**src/rtl/spi_master_engine_if.sv**
```systemverilog
// spi_master_engine_if
// Byte-stream handshake between an upstream host and the SPI master engine.
// The host drives tx_*; the engine answers with tx_ready, rx_* and busy.
interface spi_master_engine_if;
  logic       tx_valid;
  logic       tx_ready;
  logic [7:0] tx_data;
  logic       tx_last;
  logic       rx_valid;
  logic [7:0] rx_data;
  logic       busy;

  modport master (
    output tx_valid, tx_data, tx_last,
    input  tx_ready, rx_valid, rx_data, busy
  );

  modport slave (
    input  tx_valid, tx_data, tx_last,
    output tx_ready, rx_valid, rx_data, busy
  );
endinterface

```
**src/rtl/spi_master_engine.sv**
```systemverilog
// spi_master_engine
// SPI mode-0 byte engine. One byte is 8 bits of (low phase, high phase),
// each phase CLK_DIV clk cycles long. MISO is sampled on the clk edge where
// SCK rises; MOSI advances on the clk edge where SCK falls. Between bytes of
// one frame the engine parks in HOLD with CS asserted; after a byte flagged
// tx_last it keeps CS low for CLK_DIV cycles, then high for CLK_DIV cycles.
// Build option: define SPI_LSB_FIRST_EN to shift LSB-first on MOSI and MISO
// (MSB-first when undefined); timing is unchanged.
module spi_master_engine #(
  parameter int CLK_DIV = 2
) (
  input  logic                 clk,
  input  logic                 rst,
  spi_master_engine_if.slave   host,
  output logic                 spi_sck,
  output logic                 spi_mosi,
  input  logic                 spi_miso,
  output logic                 spi_cs_n
);

  typedef enum logic [2:0] {
    ST_IDLE    = 3'd0,
    ST_SHIFT   = 3'd1,
    ST_HOLD    = 3'd2,
    ST_CS_TAIL = 3'd3,
    ST_DESEL   = 3'd4
  } state_t;

  localparam logic [7:0] DIV_LAST = 8'(CLK_DIV - 1);

  state_t     state_r;
  state_t     state_next_s;
  logic [7:0] div_cnt_r;
  logic       sck_r;
  logic [2:0] bit_cnt_r;
  logic [7:0] tx_shift_r;
  logic [7:0] rx_shift_r;
  logic       last_r;
  logic       mosi_r;
  logic       cs_n_r;
  logic       busy_r;
  logic       rx_valid_r;
  logic [7:0] rx_data_r;

  logic       ready_s;
  logic       hs_s;
  logic       div_wrap_s;
  logic       rise_s;
  logic       fall_s;
  logic       byte_done_s;

  // Bit that goes on the wire first from a freshly loaded byte.
  function automatic logic first_bit_f(input logic [7:0] d);
`ifdef SPI_LSB_FIRST_EN
    return d[0];
`else
    return d[7];
`endif
  endfunction

  // Drop the bit just presented so the next one sits in the output position.
  function automatic logic [7:0] shift_out_f(input logic [7:0] d);
`ifdef SPI_LSB_FIRST_EN
    return {1'b0, d[7:1]};
`else
    return {d[6:0], 1'b0};
`endif
  endfunction

  // Append one received bit in wire order.
  function automatic logic [7:0] shift_in_f(input logic [7:0] d, input logic b);
`ifdef SPI_LSB_FIRST_EN
    return {b, d[7:1]};
`else
    return {d[6:0], b};
`endif
  endfunction

  // Next-state decode plus per-cycle strobes for the datapath.
  always_comb begin
    state_next_s = state_r;
    rise_s       = 1'b0;
    fall_s       = 1'b0;
    byte_done_s  = 1'b0;
    div_wrap_s   = (div_cnt_r == DIV_LAST);
    ready_s      = !rst && ((state_r == ST_IDLE) || (state_r == ST_HOLD));
    hs_s         = ready_s && host.tx_valid;
    case (state_r)
      ST_IDLE, ST_HOLD: begin
        if (hs_s) begin
          state_next_s = ST_SHIFT;
        end else begin
          state_next_s = state_r;
        end
      end
      ST_SHIFT: begin
        if (div_wrap_s && !sck_r) begin
          rise_s = 1'b1;
        end else if (div_wrap_s && sck_r) begin
          fall_s = 1'b1;
          if (bit_cnt_r == 3'd7) begin
            byte_done_s  = 1'b1;
            state_next_s = last_r ? ST_CS_TAIL : ST_HOLD;
          end else begin
            state_next_s = ST_SHIFT;
          end
        end else begin
          state_next_s = ST_SHIFT;
        end
      end
      ST_CS_TAIL: begin
        if (div_wrap_s) begin
          state_next_s = ST_DESEL;
        end else begin
          state_next_s = ST_CS_TAIL;
        end
      end
      ST_DESEL: begin
        if (div_wrap_s) begin
          state_next_s = ST_IDLE;
        end else begin
          state_next_s = ST_DESEL;
        end
      end
      default: begin
        state_next_s = ST_IDLE;
      end
    endcase
  end

  // State register.
  always_ff @(posedge clk) begin
    if (rst) begin
      state_r <= ST_IDLE;
    end else begin
      state_r <= state_next_s;
    end
  end

  // Phase divider and SCK generation; every timed state restarts from zero.
  always_ff @(posedge clk) begin
    if (rst) begin
      div_cnt_r <= 8'd0;
      sck_r     <= 1'b0;
    end else if (hs_s) begin
      div_cnt_r <= 8'd0;
      sck_r     <= 1'b0;
    end else if ((state_r == ST_SHIFT) || (state_r == ST_CS_TAIL) || (state_r == ST_DESEL)) begin
      if (div_wrap_s) begin
        div_cnt_r <= 8'd0;
        sck_r     <= (state_r == ST_SHIFT) ? !sck_r : 1'b0;
      end else begin
        div_cnt_r <= div_cnt_r + 8'd1;
      end
    end else begin
      div_cnt_r <= 8'd0;
      sck_r     <= 1'b0;
    end
  end

  // Transmit shifter: load on handshake, advance MOSI on each SCK fall.
  always_ff @(posedge clk) begin
    if (rst) begin
      tx_shift_r <= 8'h00;
      bit_cnt_r  <= 3'd0;
      mosi_r     <= 1'b0;
      last_r     <= 1'b0;
    end else if (hs_s) begin
      tx_shift_r <= shift_out_f(host.tx_data);
      mosi_r     <= first_bit_f(host.tx_data);
      last_r     <= host.tx_last;
      bit_cnt_r  <= 3'd0;
    end else if (byte_done_s) begin
      mosi_r     <= 1'b0;
    end else if (fall_s) begin
      mosi_r     <= first_bit_f(tx_shift_r);
      tx_shift_r <= shift_out_f(tx_shift_r);
      bit_cnt_r  <= bit_cnt_r + 3'd1;
    end
  end

  // Receive shifter: sample MISO on SCK rise, publish on the final fall.
  always_ff @(posedge clk) begin
    if (rst) begin
      rx_shift_r <= 8'h00;
      rx_valid_r <= 1'b0;
      rx_data_r  <= 8'h00;
    end else begin
      rx_valid_r <= byte_done_s;
      if (rise_s) begin
        rx_shift_r <= shift_in_f(rx_shift_r, spi_miso);
      end
      if (byte_done_s) begin
        rx_data_r <= rx_shift_r;
      end
    end
  end

  // Chip select and busy follow the state being entered.
  always_ff @(posedge clk) begin
    if (rst) begin
      cs_n_r <= 1'b1;
      busy_r <= 1'b0;
    end else begin
      cs_n_r <= (state_next_s == ST_IDLE) || (state_next_s == ST_DESEL);
      busy_r <= (state_next_s != ST_IDLE);
    end
  end

  assign host.tx_ready = ready_s;
  assign host.rx_valid = rx_valid_r;
  assign host.rx_data  = rx_data_r;
  assign host.busy     = busy_r;
  assign spi_sck       = sck_r;
  assign spi_mosi      = mosi_r;
  assign spi_cs_n      = cs_n_r;

endmodule

```
**src/flat_wrapper.sv**
```systemverilog
// flat-port wrapper written by rule: the top's interface ports become plain ports
module spi_master_engine_flat 
#(
  parameter int CLK_DIV = 2
)
  (clk, rst, spi_sck, spi_mosi, spi_miso, spi_cs_n, host_tx_valid, host_tx_data, host_tx_last, host_tx_ready, host_rx_valid, host_rx_data, host_busy);
  spi_master_engine_if host_i ();
  input  logic clk;
  input  logic rst;
  output logic spi_sck;
  output logic spi_mosi;
  input  logic spi_miso;
  output logic spi_cs_n;
  input wire logic [$bits(host_i.tx_valid)-1:0] host_tx_valid;
  input wire logic [$bits(host_i.tx_data)-1:0] host_tx_data;
  input wire logic [$bits(host_i.tx_last)-1:0] host_tx_last;
  output wire logic [$bits(host_i.tx_ready)-1:0] host_tx_ready;
  output wire logic [$bits(host_i.rx_valid)-1:0] host_rx_valid;
  output wire logic [$bits(host_i.rx_data)-1:0] host_rx_data;
  output wire logic [$bits(host_i.busy)-1:0] host_busy;
  assign host_i.tx_valid = host_tx_valid;
  assign host_i.tx_data = host_tx_data;
  assign host_i.tx_last = host_tx_last;
  assign host_tx_ready = host_i.tx_ready;
  assign host_rx_valid = host_i.rx_valid;
  assign host_rx_data = host_i.rx_data;
  assign host_busy = host_i.busy;
  spi_master_engine #(.CLK_DIV(CLK_DIV)) u_core (.clk(clk), .rst(rst), .host(host_i), .spi_sck(spi_sck), .spi_mosi(spi_mosi), .spi_miso(spi_miso), .spi_cs_n(spi_cs_n));
endmodule
```
**config.mk**
```make
export PLATFORM = sky130hd
export DESIGN_NAME = spi_master_engine_flat
export DESIGN_NICKNAME = d
export VERILOG_FILES = /design/src/rtl/spi_master_engine_if.sv /design/src/rtl/spi_master_engine.sv /design/src/flat_wrapper.sv
export SDC_FILE = /design/constraint.sdc
export NUM_CORES = 1
export LEC_CHECK = 0
export BUFFER_PORTS_ARGS = -buffer_cell sky130_fd_sc_hd__buf_2
export CORE_ASPECT_RATIO = 0.75
export CORE_UTILIZATION = 55
export DETAILED_ROUTE_END_ITERATION = 16
export MAX_ROUTING_LAYER = met4
export PLACE_DENSITY = 0.85
export SLEW_MARGIN = 10
export SYNTH_ARGS = -nofsm -noshare
export SYNTH_HDL_FRONTEND = slang
export SYNTH_SLANG_ARGS = --single-unit
```
**constraint.sdc**
```tcl
create_clock -name clk -period 5.6 [get_ports clk]
set_clock_uncertainty 0.2 [all_clocks]
set_input_delay 0.84 -clock clk [delete_from_list [all_inputs] [get_ports clk]]
set_output_delay 0.84 -clock clk [all_outputs]
set_load 0.01 [all_outputs]
```
# Word level (Yosys, flattened, before mapping)

Cells that the tools add are included.

Flip-flop bits (word level): 43

Add/sub/neg operators: 2
Equal/unequal tests: 8
Multiplexer cells: 24
Bitwise logic cells: 2
Reduce and logical (&&, ||, !) cells: 21

Operators by type and width:

| kind                                                 | number |
|---|---|
| 2-to-1 mux 8 bit                                     | 3 |
| 2-to-1 mux 3 bit                                     | 6 |
| 2-to-1 mux 1 bit                                     | 14 |
| case mux 3 bit (4 select lines)                      | 1 |
| equality test 3 bit (second input constant)          | 3 |
| adder 8 x 1 -> 8 bit (second input constant)         | 1 |
| equality test 8 x 1 -> 1 bit (second input constant) | 1 |
| equality test 3 x 2 -> 1 bit (second input constant) | 2 |
| logical NOT 3 bit                                    | 2 |
| nonzero test 3 bit                                   | 2 |
| logical AND 1 bit                                    | 4 |
| logical OR 1 bit                                     | 4 |
| AND reduction 2 bit                                  | 2 |
| OR reduction 2 bit                                   | 2 |
| OR reduction 4 bit                                   | 1 |
| adder 3 x 1 -> 3 bit (second input constant)         | 1 |
| equality test 3 x 1 -> 1 bit (second input constant) | 1 |
| OR reduction 3 bit                                   | 1 |
| logical NOT 1 bit                                    | 2 |
| != test 2 x 1 -> 1 bit (second input constant)       | 1 |
| NOT 1 bit                                            | 2 |
| nonzero test 2 bit                                   | 1 |

# Logic depth before layout (Yosys ltp)

Word-level depth: 8
Depth in mapped cells: 7

# Least setup slack after synthesis

No wires, ideal clock.

Path type: input to output
From: input port rst
To: output port host_tx_ready
Arrival time: 1,294 ps
Path slack: 3,266 ps
Stages on the path: 2
Buffers on the path: 1
Cells stage by stage: clkbuf_1 -> nor3_1

Cells in the longest elaborated chain, start to end: 2

RTL lines:

| element            | line                    | RTL |
|---|---|---|
| start: declaration | flat_wrapper.sv:9       | `input logic rst;` |
| logical NOT 1 bit  | spi_master_engine.sv:86 | `ready_s = !rst && ((state_r == ST_IDLE) \|\| (state_r == ST_HOLD));` |
| logical AND 1 bit  | spi_master_engine.sv:86 |  |
| end: declaration   | flat_wrapper.sv:17      | `output wire logic [$bits(host_i.tx_ready)-1:0] host_tx_ready;` |

Every way passes these cells.

# Worst setup path in the final report

Ends and elaborated chain as after synthesis.

==> flow_summary.html <==
<table>
<tr><th>Metric</th><th>Value</th></tr>
<tr><th colspan="2">Layout</th></tr>
<tr><td>Share of post-route cells with drive strength above 1</td><td>20.6%</td></tr>
<tr><td>Number of filler instances in the final layout</td><td>252</td></tr>
<tr><td>Area taken by multi-input logic gates</td><td>872 um^2</td></tr>
<tr><td>Final non-filler cell area</td><td>0.00204 mm^2</td></tr>
<tr><td>Number of inserted diodes</td><td>0</td></tr>
<tr><td>Top library cells by usage in the layout, fill and taps aside</td><td>sky130_fd_sc_hd__dfxtp_1, sky130_fd_sc_hd__nor2_1, sky130_fd_sc_hd__buf_2, sky130_fd_sc_hd__mux2i_1, sky130_fd_sc_hd__nand3_1</td></tr>
<tr><td>Fin nets</td><td>225</td></tr>
<tr><td>Sequential standard cell area</td><td>861 um^2</td></tr>
<tr><td>Area growth from synthesis to layout</td><td>13.4%</td></tr>
<tr><td>Commonest non-fill, non-tap cell in the layout</td><td>sky130_fd_sc_hd__dfxtp_1</td></tr>
<tr><th colspan="2">Logic synthesis</th></tr>
<tr><td>Post-synthesis sequential area ratio</td><td>47.9%</td></tr>
<tr><td>Number of enable flip-flop cells after synthesis</td><td>0</td></tr>
<tr><td>Flip-flop and latch count after synthesis</td><td>43</td></tr>
<tr><td>Most used flip-flop cell after synthesis</td><td>sky130_fd_sc_hd__dfxtp_1</td></tr>
<tr><td>Area share of the largest cell type after synthesis</td><td>47.9%</td></tr>
<tr><td>Distinct cell type count of the synthesized netlist</td><td>35</td></tr>
<tr><td>Share of synthesized flip-flops with an asynchronous set or reset</td><td>0%</td></tr>
<tr><td>Post-synthesis cell count</td><td>184</td></tr>
<tr><td>Combined area of all synthesized cells</td><td>0.00180 mm^2</td></tr>
<tr><td>Post-synth top area cell</td><td>sky130_fd_sc_hd__dfxtp_1</td></tr>
<tr><td>Main area contributors after synthesis</td><td>sky130_fd_sc_hd__dfxtp_1, sky130_fd_sc_hd__mux2i_1, sky130_fd_sc_hd__nor2_1, sky130_fd_sc_hd__nand3_1, sky130_fd_sc_hd__xor2_1</td></tr>
<tr><td>Syn_nets</td><td>201</td></tr>
<tr><td>Synthesized area per cell</td><td>9.76 um^2</td></tr>
<tr><td>Total of warnings raised by yosys</td><td>0</td></tr>
<tr><th colspan="2">Pwr</th></tr>
<tr><td>Power per unit of standard cell area</td><td>295 mW/mm^2</td></tr>
<tr><td>Internal power summed over all cells</td><td>464 uW</td></tr>
<tr><td>Design Power</td><td>602 uW</td></tr>
<tr><td>Static leakage</td><td>0.940 nW</td></tr>
<tr><td>Power share of the clock group</td><td>40.6%</td></tr>
<tr><td>Worst-case vdd ir drop</td><td>0.219 mV</td></tr>
<tr><td>Net switching fraction of the power</td><td>22.9%</td></tr>
<tr><td>Switching pwr</td><td>138 uW</td></tr>
<tr><td>Relative contribution of sequential cells to total power</td><td>53.0%</td></tr>
<tr><td>Comb pwr share</td><td>6.4%</td></tr>
<tr><th colspan="2">Clock tree</th></tr>
<tr><td>Number of setup buffers added after CTS</td><td>0</td></tr>
<tr><td>Clock tree root driver cell</td><td>sky130_fd_sc_hd__clkbuf_8</td></tr>
<tr><td>Clk buf depth</td><td>2</td></tr>
<tr><td>Total number of clock tree sinks</td><td>43</td></tr>
<tr><td>Worst-skew pair later-pin latency</td><td>0.30 ns</td></tr>
<tr><td>CTS tree</td><td>built</td></tr>
<tr><td>Resize count post-CTS</td><td>0</td></tr>
<tr><td>Cts bufs inserted</td><td>5</td></tr>
<tr><td>Hold buffers post-CTS</td><td>0</td></tr>
<tr><td>Number of levels the H-tree was split into</td><td>2</td></tr>
<tr><td>Clock transition time at the flip-flop clock pins of the worst setup and hold paths</td><td>0.08 ns</td></tr>
<tr><th colspan="2">Worst setup path</th></tr>
<tr><td>Kind of end point of the critical path</td><td>primary output</td></tr>
<tr><td>CP Data Required Time</td><td>4.56 ns</td></tr>
<tr><td>CP max-delay cell</td><td>sky130_fd_sc_hd__buf_2</td></tr>
<tr><td>Critical R2R Launch</td><td>u_core.div_cnt_r[0]</td></tr>
<tr><td>Count of buffer and inverter cells on the critical path</td><td>2</td></tr>
<tr><td>Max incr delay on CP</td><td>0.34 ns</td></tr>
<tr><td>Path depth of the worst reg2reg path</td><td>5</td></tr>
<tr><td>Category of cells accounting for the largest share of critical-path delay</td><td>buffers and inverters</td></tr>
<tr><td>Worst EP arrival</td><td>1.43 ns</td></tr>
<tr><td>Kind of start point of the critical path</td><td>input pin</td></tr>
<tr><td>R2R Path End</td><td>u_core.rx_shift_r[7]</td></tr>
<tr><td>Critical setup path kind</td><td>input pin to primary output</td></tr>
<tr><td>Highest net fanout along the worst path</td><td>24</td></tr>
<tr><td>Minimum setup slack among reg-to-reg paths</td><td>3.33 ns</td></tr>
<tr><td>Library cell appearing most often on the critical path</td><td>sky130_fd_sc_hd__buf_2</td></tr>
<tr><td>Series of cell instances along the critical path</td><td>buf_2, nor3_1, buf_2</td></tr>
<tr><th colspan="2">Floorplanning</th></tr>
<tr><td>Row count</td><td>17</td></tr>
<tr><td>Die extent in x</td><td>68.0 um</td></tr>
<tr><td>Area of the placeable core</td><td>0.00302 mm^2</td></tr>
<tr><td>Top-Level Pins</td><td>27</td></tr>
<tr><td>Initial cell density of the core</td><td>59.5%</td></tr>
<tr><td>Die area</td><td>0.00350 mm^2</td></tr>
<tr><td>Die Height</td><td>51.5 um</td></tr>
<tr><th colspan="2">Timing</th></tr>
<tr><td>Actual transition at the worst max-transition pin</td><td>0.605 ns</td></tr>
<tr><td>Final-report max-slew violation count</td><td>0</td></tr>
<tr><td>Normalized max-slew margin</td><td>59.5%</td></tr>
<tr><td>Final-report setup violation count</td><td>0</td></tr>
<tr><td>Ratio of final minimum period to clock period</td><td>44.1%</td></tr>
<tr><td>Final sum of negative setup slack</td><td>0 ns</td></tr>
<tr><td>Fmax</td><td>405 MHz</td></tr>
<tr><td>Hold Violations, Final</td><td>0</td></tr>
<tr><td>Final critical path time including I/O delays and setup</td><td>2.47 ns</td></tr>
<tr><td>Unrepaired setup endpoints after global routing</td><td>false</td></tr>
<tr><th colspan="2">Global routing</th></tr>
<tr><td>Total gr overflow</td><td>0</td></tr>
<tr><td>Met3 Usage GRT</td><td>5.92%</td></tr>
<tr><td>Via count of the first global-routing pass</td><td>1184</td></tr>
<tr><td>Met1 GRT Util</td><td>29.1%</td></tr>
<tr><td>Initial antenna violation count</td><td>0</td></tr>
<tr><td>Met2 GRT Util</td><td>29.2%</td></tr>
<tr><td>GR Util All Layers</td><td>21.8%</td></tr>
<tr><td>Maximum number of pins on one net before global-route repair</td><td>25</td></tr>
<tr><td>Global routing's busiest layer</td><td>met2</td></tr>
<tr><td>Wire length of the first global-routing pass</td><td>5380 um</td></tr>
<tr><th colspan="2">Route</th></tr>
<tr><td>Wire length per cell after detailed routing</td><td>12.5 um</td></tr>
<tr><td>Residual antenna-violating net count after detailed routing</td><td>0</td></tr>
<tr><td>Aggregate routed wire length</td><td>3090 um</td></tr>
<tr><td>DRC violations left</td><td>0</td></tr>
<tr><td>Number of vias per cell</td><td>5.35</td></tr>
<tr><td>Vias</td><td>1322</td></tr>
<tr><td>Initial DRT Pass Iterations</td><td>4</td></tr>
<tr><td>DRC violation total after the first TritonRoute iteration</td><td>66</td></tr>
<tr><th colspan="2">Placed design</th></tr>
<tr><td>Port Buffers</td><td>26</td></tr>
<tr><td>Half-perimeter wire length after placement</td><td>2170 um</td></tr>
<tr><td>Area post-placement</td><td>0.00192 mm^2</td></tr>
<tr><td>Global placement routability congestion</td><td>0.879</td></tr>
<tr><th colspan="2">Run status</th></tr>
<tr><td>Result of the run</td><td>finished clean</td></tr>
<tr><th colspan="2">Run</th></tr>
<tr><td>Max-capacitance violation count</td><td>0</td></tr>
<tr><th colspan="2">Min path</th></tr>
<tr><td>Hold depth</td><td>2</td></tr>
<tr><td>Tightest Hold Check Type</td><td>register to register</td></tr>
<tr><td>Terminating pin of the worst hold path</td><td>u_core.tx_shift_r[1]</td></tr>
<tr><td>Start point of the worst min-delay path</td><td>u_core.tx_shift_r[1]</td></tr>
</table>
## cells by family (layout without fill, tap and decap cells)
| family | Yosys count | after routing | synth area share (%) |
|---|---|---|---|
| adders and majority gates | 4 | 4 | 2.79 |
| DFF | 43 | 43 | 47.9 |
| and+or+nand+nor | 68 | 68 | 20.1 |
| AOI/OAI and AO/OA | 25 | 25 | 8.22 |
| buffers and inverters | 12 | 37 | 3.55 |
| xor gates and xnor gates | 7 | 7 | 3.41 |
| muxes | 25 | 25 | 14.0 |
## layout make-up
| class | count | share of cell area (%) |
|---|---|---|
| well taps | 38 | 2.33 |
| inverters | 3 | 0.552 |
| clock inverters | 3 | 2.33 |
| clock buffers | 5 | 3.38 |
| repair buffers | 26 | 6.38 |
| multi-input cells | 129 | 42.8 |
| flip-flops and latches | 43 | 42.2 |
## sequential cells by signal, indices dropped and copies added (netlist names)
| signal | flops |
|---|---|
| u_core.state_r | 3 |
| u_core.host.rx_data | 8 |
| u_core.spi_sck | 1 |
| u_core.rx_shift_r | 8 |
| u_core.div_cnt_r | 8 |
| u_core.host.busy | 1 |
| u_core.tx_shift_r | 7 |
| u_core.spi_mosi | 1 |
| u_core.spi_cs_n | 1 |
| u_core.host.rx_valid | 1 |
| u_core.last_r | 1 |
| u_core.bit_cnt_r | 3 |
## metal layers
layer | share of wire (%) | up-vias
li1 | - | 686
met1 | 50 | 604
met2 | 44 | 25
met3 | 3.7 | 7
met4 | 2.3 | 0
met5 | 0 | -
## power groups by stage
stage               logic, mW  registers (mW)  clock network, mW
floorplan              0.0272           0.325                  0
global placement       0.0376           0.326                  0
detailed placement     0.0384           0.326                  0
CTS                    0.0386           0.319              0.253
global route           0.0432           0.320              0.265
finish                 0.0387           0.319              0.244
## how the worst max path moves through the flow
stage	start	end	cells after the start
after floorplan	rst	host_tx_ready	2
after global placement	rst	u_core.tx_shift_r[2]	5
after detailed placement	rst	u_core.tx_shift_r[6]	5
after CTS	rst	host_tx_ready	3
after global routing	rst	host_tx_ready	3
final	rst	host_tx_ready	3
## cells in the mapped netlist (2+ instances only)
master                      n
sky130_fd_sc_hd__a21oi_1   10
sky130_fd_sc_hd__and3_1     3
sky130_fd_sc_hd__buf_2      3
sky130_fd_sc_hd__buf_6      2
sky130_fd_sc_hd__clkbuf_1   4
sky130_fd_sc_hd__dfxtp_1   43
sky130_fd_sc_hd__ha_1       4
sky130_fd_sc_hd__inv_1      3
sky130_fd_sc_hd__mux2i_1   24
sky130_fd_sc_hd__nand2_1    7
sky130_fd_sc_hd__nand3_1   11
sky130_fd_sc_hd__nor2_1    30
sky130_fd_sc_hd__nor2b_1    2
sky130_fd_sc_hd__nor3_1     3
sky130_fd_sc_hd__nor3_2     2
sky130_fd_sc_hd__o21ai_0    9
sky130_fd_sc_hd__xor2_1     6
## worst reg2reg max path, stage by stage, from the launching register on
cell and delay [ns]:
sky130_fd_sc_hd__dfxtp_1 0.42, sky130_fd_sc_hd__ha_1 0.18, sky130_fd_sc_hd__nor4b_4 0.37, sky130_fd_sc_hd__nand4b_1 0.58
sky130_fd_sc_hd__mux2i_1 0.34, sky130_fd_sc_hd__nor2_1 0.06
## metrics by stage
step / setup slack [ns] / instances / hold slack [ns] / util [%]
floorplan: 3.27 / 184 / 0.231 / -
global placement: 3.09 / 239 / 0.251 / 63.6
detailed placement: 3.06 / 239 / 0.267 / 63.6
CTS: 3.12 / 247 / 0.280 / 67.5
global route: 3.08 / 247 / 0.298 / 67.5
finish: 3.13 / 247 / 0.279 / 67.5
No activity file was read; power rests on OpenSTA's default activity.
